`src/rtl/grf_pkg.sv`:
```
// Shared constants and the write-port priority helper for the multi-port register file.
package grf_pkg;
  localparam int DW_DEF    = 32;
  localparam int AW_DEF    = 5;
  localparam int ZERO_IDX  = 0;
  localparam int MAX_WRITE = 4;
  localparam int MAX_AW    = 16;

  // Highest-index effective write port hitting addr, or nw when none matches.
  function automatic logic [2:0] win_port(
    input logic [MAX_WRITE-1:0]        we,
    input logic [MAX_WRITE*MAX_AW-1:0] wa,
    input logic [MAX_AW-1:0]           addr,
    input int                          nw,
    input bit                          zero_reg
  );
    logic [2:0] win;
    win = 3'(nw);
    for (int j = 0; j < MAX_WRITE; j++) begin
      if (j < nw && we[j] && wa[j*MAX_AW +: MAX_AW] == addr &&
          !(zero_reg && addr == MAX_AW'(ZERO_IDX)))
        win = 3'(j);
    end
    return win;
  endfunction
endpackage

```
`src/rtl/grf_wsel.sv`:
```
// Combinational write-port selector: resolves which write port (if any) targets one address.
module grf_wsel
  import grf_pkg::*;
#(
  parameter int DW        = DW_DEF,
  parameter int AW        = AW_DEF,
  parameter int NUM_WRITE = 2,
  parameter int ZERO_REG  = 1
) (
  input  logic [NUM_WRITE-1:0]    we,
  input  logic [NUM_WRITE*AW-1:0] wa,
  input  logic [NUM_WRITE*DW-1:0] wd,
  input  logic [AW-1:0]           addr,
  output logic                    hit,
  output logic [DW-1:0]           data,
  output logic [2:0]              idx
);
  logic [MAX_WRITE-1:0]        we_ext;
  logic [MAX_WRITE*MAX_AW-1:0] wa_ext;

  always_comb begin
    we_ext = '0;
    wa_ext = '0;
    for (int j = 0; j < NUM_WRITE; j++) begin
      we_ext[j]                   = we[j];
      wa_ext[j*MAX_AW +: MAX_AW]  = MAX_AW'(wa[j*AW +: AW]);
    end
    idx  = win_port(we_ext, wa_ext, MAX_AW'(addr), NUM_WRITE, ZERO_REG != 0);
    hit  = (idx != 3'(NUM_WRITE));
    data = '0;
    for (int j = 0; j < NUM_WRITE; j++) begin
      if (idx == 3'(j)) data = wd[j*DW +: DW];
    end
  end
endmodule

```
`src/rtl/grf_mp.sv`:
```
// Multi-port general register file with same-cycle write bypass and a pending-write scoreboard.
module grf_mp
  import grf_pkg::*;
#(
  parameter int DW        = DW_DEF,
  parameter int AW        = AW_DEF,
  parameter int NUM_READ  = 2,
  parameter int NUM_WRITE = 2,
  parameter int ZERO_REG  = 1
) (
  input  logic                    clk,
  input  logic                    RESET,
  input  logic [NUM_READ*AW-1:0]  RA,
  output logic [NUM_READ*DW-1:0]  RD,
  output logic [NUM_READ-1:0]     RBUSY,
  input  logic [NUM_WRITE-1:0]    WE,
  input  logic [NUM_WRITE*AW-1:0] WA,
  input  logic [NUM_WRITE*DW-1:0] WD,
  input  logic                    ISSUE_EN,
  input  logic [AW-1:0]           ISSUE_A
);
  localparam int NREG = 2**AW;

  if (NUM_READ < 1 || NUM_READ > 8) begin : g_bad_nr
    $error("grf_mp: NUM_READ must be in 1..8");
  end
  if (NUM_WRITE < 1 || NUM_WRITE > MAX_WRITE) begin : g_bad_nw
    $error("grf_mp: NUM_WRITE must be in 1..4");
  end
  if (AW < 1 || AW > MAX_AW) begin : g_bad_aw
    $error("grf_mp: AW out of supported range");
  end

  logic [DW-1:0]   regs_q [NREG];
  logic [DW-1:0]   regs_d [NREG];
  logic [NREG-1:0] pend_q;
  logic [NREG-1:0] pend_d;

  logic [NREG-1:0] wr_hit;
  logic [DW-1:0]   wr_data [NREG];
  logic [2:0]      wr_idx  [NREG];

  logic [NUM_READ-1:0] rd_hit;
  logic [DW-1:0]       rd_data [NUM_READ];
  logic [2:0]          rd_idx  [NUM_READ];
  logic                idx_unused;
  logic                issue_ok;

  for (genvar r = 0; r < NREG; r++) begin : g_wr
    grf_wsel #(.DW(DW), .AW(AW), .NUM_WRITE(NUM_WRITE), .ZERO_REG(ZERO_REG)) u_sel (
      .we(WE), .wa(WA), .wd(WD), .addr(AW'(r)),
      .hit(wr_hit[r]), .data(wr_data[r]), .idx(wr_idx[r])
    );
  end

  for (genvar k = 0; k < NUM_READ; k++) begin : g_rd
    logic [AW-1:0] a;
    logic          is_zero;
    assign a       = RA[k*AW +: AW];
    assign is_zero = (ZERO_REG != 0) && (a == AW'(ZERO_IDX));

    grf_wsel #(.DW(DW), .AW(AW), .NUM_WRITE(NUM_WRITE), .ZERO_REG(ZERO_REG)) u_sel (
      .we(WE), .wa(WA), .wd(WD), .addr(a),
      .hit(rd_hit[k]), .data(rd_data[k]), .idx(rd_idx[k])
    );

    // Forwarded write data wins over storage; a forwarded register is never busy.
    assign RD[k*DW +: DW] = rd_hit[k] ? rd_data[k] : (is_zero ? '0 : regs_q[a]);
    assign RBUSY[k]       = pend_q[a] && !rd_hit[k] && !is_zero;
  end

  always_comb begin
    idx_unused = 1'b0;
    for (int r = 0; r < NREG; r++)     idx_unused = idx_unused ^ (^wr_idx[r]);
    for (int k = 0; k < NUM_READ; k++) idx_unused = idx_unused ^ (^rd_idx[k]);
  end

  assign issue_ok = ISSUE_EN && !((ZERO_REG != 0) && (ISSUE_A == AW'(ZERO_IDX)));

  // A new issue supersedes a same-cycle writeback of the previous producer.
  always_comb begin
    regs_d = regs_q;
    pend_d = pend_q;
    for (int r = 0; r < NREG; r++) begin
      if (wr_hit[r]) begin
        regs_d[r] = wr_data[r];
        pend_d[r] = 1'b0;
      end
    end
    if (issue_ok) pend_d[ISSUE_A] = 1'b1;
  end

  always_ff @(posedge clk) begin
    if (RESET) begin
      regs_q <= '{default: '0};
      pend_q <= '0;
    end else begin
      regs_q <= regs_d;
      pend_q <= pend_d;
    end
  end
endmodule

```
`config.mk`:
```
export PLATFORM = sky130hd
export DESIGN_NAME = grf_mp
export DESIGN_NICKNAME = d
export VERILOG_FILES = /design/src/rtl/grf_pkg.sv /design/src/rtl/grf_wsel.sv /design/src/rtl/grf_mp.sv
export SDC_FILE = /design/constraint.sdc
export NUM_CORES = 2
export LEC_CHECK = 0
export CAP_MARGIN = 20
export CORE_AREA = 2 2 418 420
export CTS_BUF_LIST = sky130_fd_sc_hd__clkbuf_4 sky130_fd_sc_hd__clkbuf_8
export DETAILED_ROUTE_END_ITERATION = 10
export DIE_AREA = 0 0 420 422
export PLACE_DENSITY = 0.62
export SLEW_MARGIN = 10
export SYNTH_ARGS = -nofsm -noshare
export SYNTH_HDL_FRONTEND = slang
export SYNTH_SLANG_ARGS = --single-unit
export TNS_END_PERCENT = 10
```
`constraint.sdc`:
```
create_clock -name clk -period 3.45 [get_ports clk]
set_input_delay 0.8625 -clock clk [delete_from_list [all_inputs] [get_ports clk]]
set_output_delay 0.8625 -clock clk [all_outputs]
set_load 0.005 [all_outputs]
```
==> impl_metrics.ini <==
[status]
status = complete, but fails checks
violations = negative setup slack

[power_and_ir_drop]
powerDensity_nw_per_um2 = 367
p_sw_mw = 8.56
clockPowerShare_pct = 41.1
sw_frac_of_total_pct = 29.4
p_leak_nw = 27.8
irDropWorstVdd_uv = 501
pwr-share-seq_pct = 42.1
combPwrFrac_pct = 16.8
internal_power_mw = 20.5

[sta]
finalSetupViolations = 66
fmax_mhz = 239
hold_violations = 0
fin_ws_ns = -0.742
fin_tns_setup_ns = -37.59
maxSlewViolCount = 0
holdWs_ns = 0.354
layout_min_cycle_time_ns = 4.19
fin_worst_skew_ns = 0
timing.final.crit_share_pct = 122
worst_slew_pin_slew_ns = 0.894
relSlewSlack_pct = 40.2
rsz0062_at_grt = yes

[floorplanning]
die_w_um = 420
dieArea_sq_um = 177000
coreArea_sq_um = 173000
ios = 160
start_util_pct = 36.8
die_y_um = 422
row_count = 153

[worst_setup_path]
regToRegSetupSlack_ns = 2.46
critPathRequiredTime_ns = 2.59
cp_max_fo = 6
crit-reg2reg-launch = regs_q[955]$_SDFFE_PP0P_
rr_endpoint = regs_q[955]$_SDFFE_PP0P_
cp-end-kind = primary output
rr_worst_depth = 3
start_kind = primary input
arrival_ns = 3.33
critical_path_class = primary input to primary output

[cells_and_area]
utilization_pct = 45.9
nNetsFinal = 6993
area_growth_pct = 24.6
fin_area_sq_um = 79300
drive_gt1_share_pct = 29.7

[logic_synthesis]
synthMuxAreaShare_pct = 30.6
synth_simple_gate_area_share_pct = 12.7
syn_avg_cell_area_sq_um = 9.51
async_reset_ff_share_pct = 0
syn_area_sq_um = 63700
synth_warnings = 0
synth_edf_count = 0
ys.flop_type = dfxtp_1
synthesis.instances = 6697
yosys.area_share.adder_pct = 0
syn_nets = 6791
synth_top_family_by_area = multiplexers
yosys.area_share.xor_xnor_pct = 0.275
ys_seq_elements = 1024
ys_types = 46
ys_seq_area_share_pct = 32.2
synth-compound-area-share_pct = 17.1

[global_routing]
grt_pass1_vias = 60000
grt_overflow = 0
grt_max_degree = 129
grt.total_usage_pct = 30.7
grt_pass1_wl_mm = 409
antenna_found_initial = 3

[cts]
cts.sinks = 1024
hold_buffers = 0
cts_tree = yes
cts_root_buffer = clkbuf_8
ctsHtreeMaxLevel = 4
clock_tree.buffer_depth = 3
cts.clk_slew.worst_paths_ns = 0.07
numCtsBuffers = 174
clock_latency_ns = 0.96

[routing]
vias = 62500
ant_nets = 0
drt_iter0_drc = 8936
drt-total-wl_mm = 286
avgViaCountPerCell = 6.69
drt-wirelength-per-cell_um = 30.6
drc = 0
first_pass_iters = 8

[placement]
io_buffers = 159
place_ws_ns = -1.50
place_area_sq_um = 72200
gp_congestion = 1.03
hpwl_mm = 178

[min_path]
worst_hold_startpoint = RESET
hold_end = regs_q[431]$_SDFFE_PP0P_
min_path_cells = 2
holdCritPathClass = primary input to flip-flop

[flow_run]
cap_viol_max_count = 0
-- cell families after synthesis --
group / after synthesis
buf+inv: 1062
compound gates: 1319
flops: 1024
xor+xnor: 20
simple gates: 1966
mux: 1306
-- worst max-delay path, cell delays in order --
cell and delay [ns]:
buf_16 0.16, clkbuf_16 0.21, buf_12 0.15, buf_8 0.13, mux4_2 0.50, mux4_2 0.59
inv_2 0.13, a2111oi_4 0.12, a221o_1 0.32, clkbuf_2 0.13
-- stage by stage --
stage	power [mW]	instances
2_1_floorplan	14.8	6697
3_3_place_gp	16.7	8865
3_5_place_dp	16.8	8868
4_1_cts	28.6	9215
5_1_grt	29.6	9345
6_report	29.1	9348
-- layout make-up --
class	count	area [sq um]
well taps	2325	2910
repair buffers	1019	11700
clock buffers	276	3440
fillers	15600	93600
multi-input cells	4611	40200
flip-flops and latches	1024	20500
clock inverters	20	169
inverters	69	312
diodes	4	10.0
-- cells in the mapped netlist (5+ instances only) --
master	count	area, sq um
nor2_1	1134	4260
a211oi_1	640	4800
nand2b_1	9	56.3
a2111oi_0	64	561
a221o_1	64	641
inv_1	61	229
buf_4	27	203
o32a_1	64	641
a311oi_1	352	3080
nor2b_1	13	81.3
mux2i_1	680	6810
clkbuf_1	645	2420
nand3b_1	6	45.0
nand3_1	361	1810
nand2_1	400	1500
and3_1	5	31.3
buf_6	28	315
buf_1	118	443
xnor2_1	16	140
a32oi_1	19	166
mux4_2	493	11100
nor3_1	7	35.0
mux2_2	128	1440
a21oi_1	12	60.1
dfxtp_1	1024	20500
a22oi_1	6	45.0
clkinv_1	8	30.0
buf_2	170	851
a221oi_1	64	561
o221ai_1	32	280
nand4_1	5	31.3
mux4_1	5	131
-- cell usage in the layout (no fill, tap or decap), drive strengths merged, types with 322 or more instances in the layout --
master	instances
mux2i	680
nand2	400
dfxtp	1024
a311oi	352
nor2	1134
buf	867
nand3	361
mux4	498
clkbuf	322
a211oi	640
-- power by group through the flow --
| stage | clock [mW] | combinational (mW) | sequential, mW |
|---|---|---|---|
| detailed placement | 0 | 4.28 | 12.5 |
| floorplan | 0 | 2.35 | 12.4 |
| global placement | 0 | 4.24 | 12.5 |
| CTS | 11.9 | 4.46 | 12.2 |
| global route | 12.4 | 4.97 | 12.3 |
| finish | 11.9 | 4.89 | 12.2 |
-- sequential cells by signal, summed over array words and instances (netlist names) --
| name | count |
|---|---|
| regs_q | 992 |
| pend_q | 32 |
-- worst max-delay path by stage --
stage	start	end	slack (ns)	cells after the start
2_1_floorplan	RA[5]	RD[38]	-0.02	8
3_3_place_gp	RA[0]	RD[29]	-1.72	9
3_5_place_dp	RA[3]	RD[20]	-1.50	10
4_1_cts	RA[5]	RD[59]	-0.97	9
5_1_grt	RA[5]	RD[52]	-0.76	12
6_report	RA[5]	RD[54]	-0.74	10
-- per-layer routing --
metal / part of all wire (%) / global-route usage, % / up-vias
met5: 0.0042 / 0 / -
met4: 8.2 / 21.9 / 2
met3: 11 / 7.77 / 1312
met2: 44 / 46.7 / 4815
met1: 36 / 37.7 / 30600
li1: - / - / 25800
-- timing repair --
action / 4_1_cts / 5_1_grt
resized for setup: 255 / 293
pin swaps: 22 / 56
buffers inserted: 43 / 123
cloned: 11 / 14
endpoints found under the setup margin: 66 / 66
(Power assumes the default switching activity.)
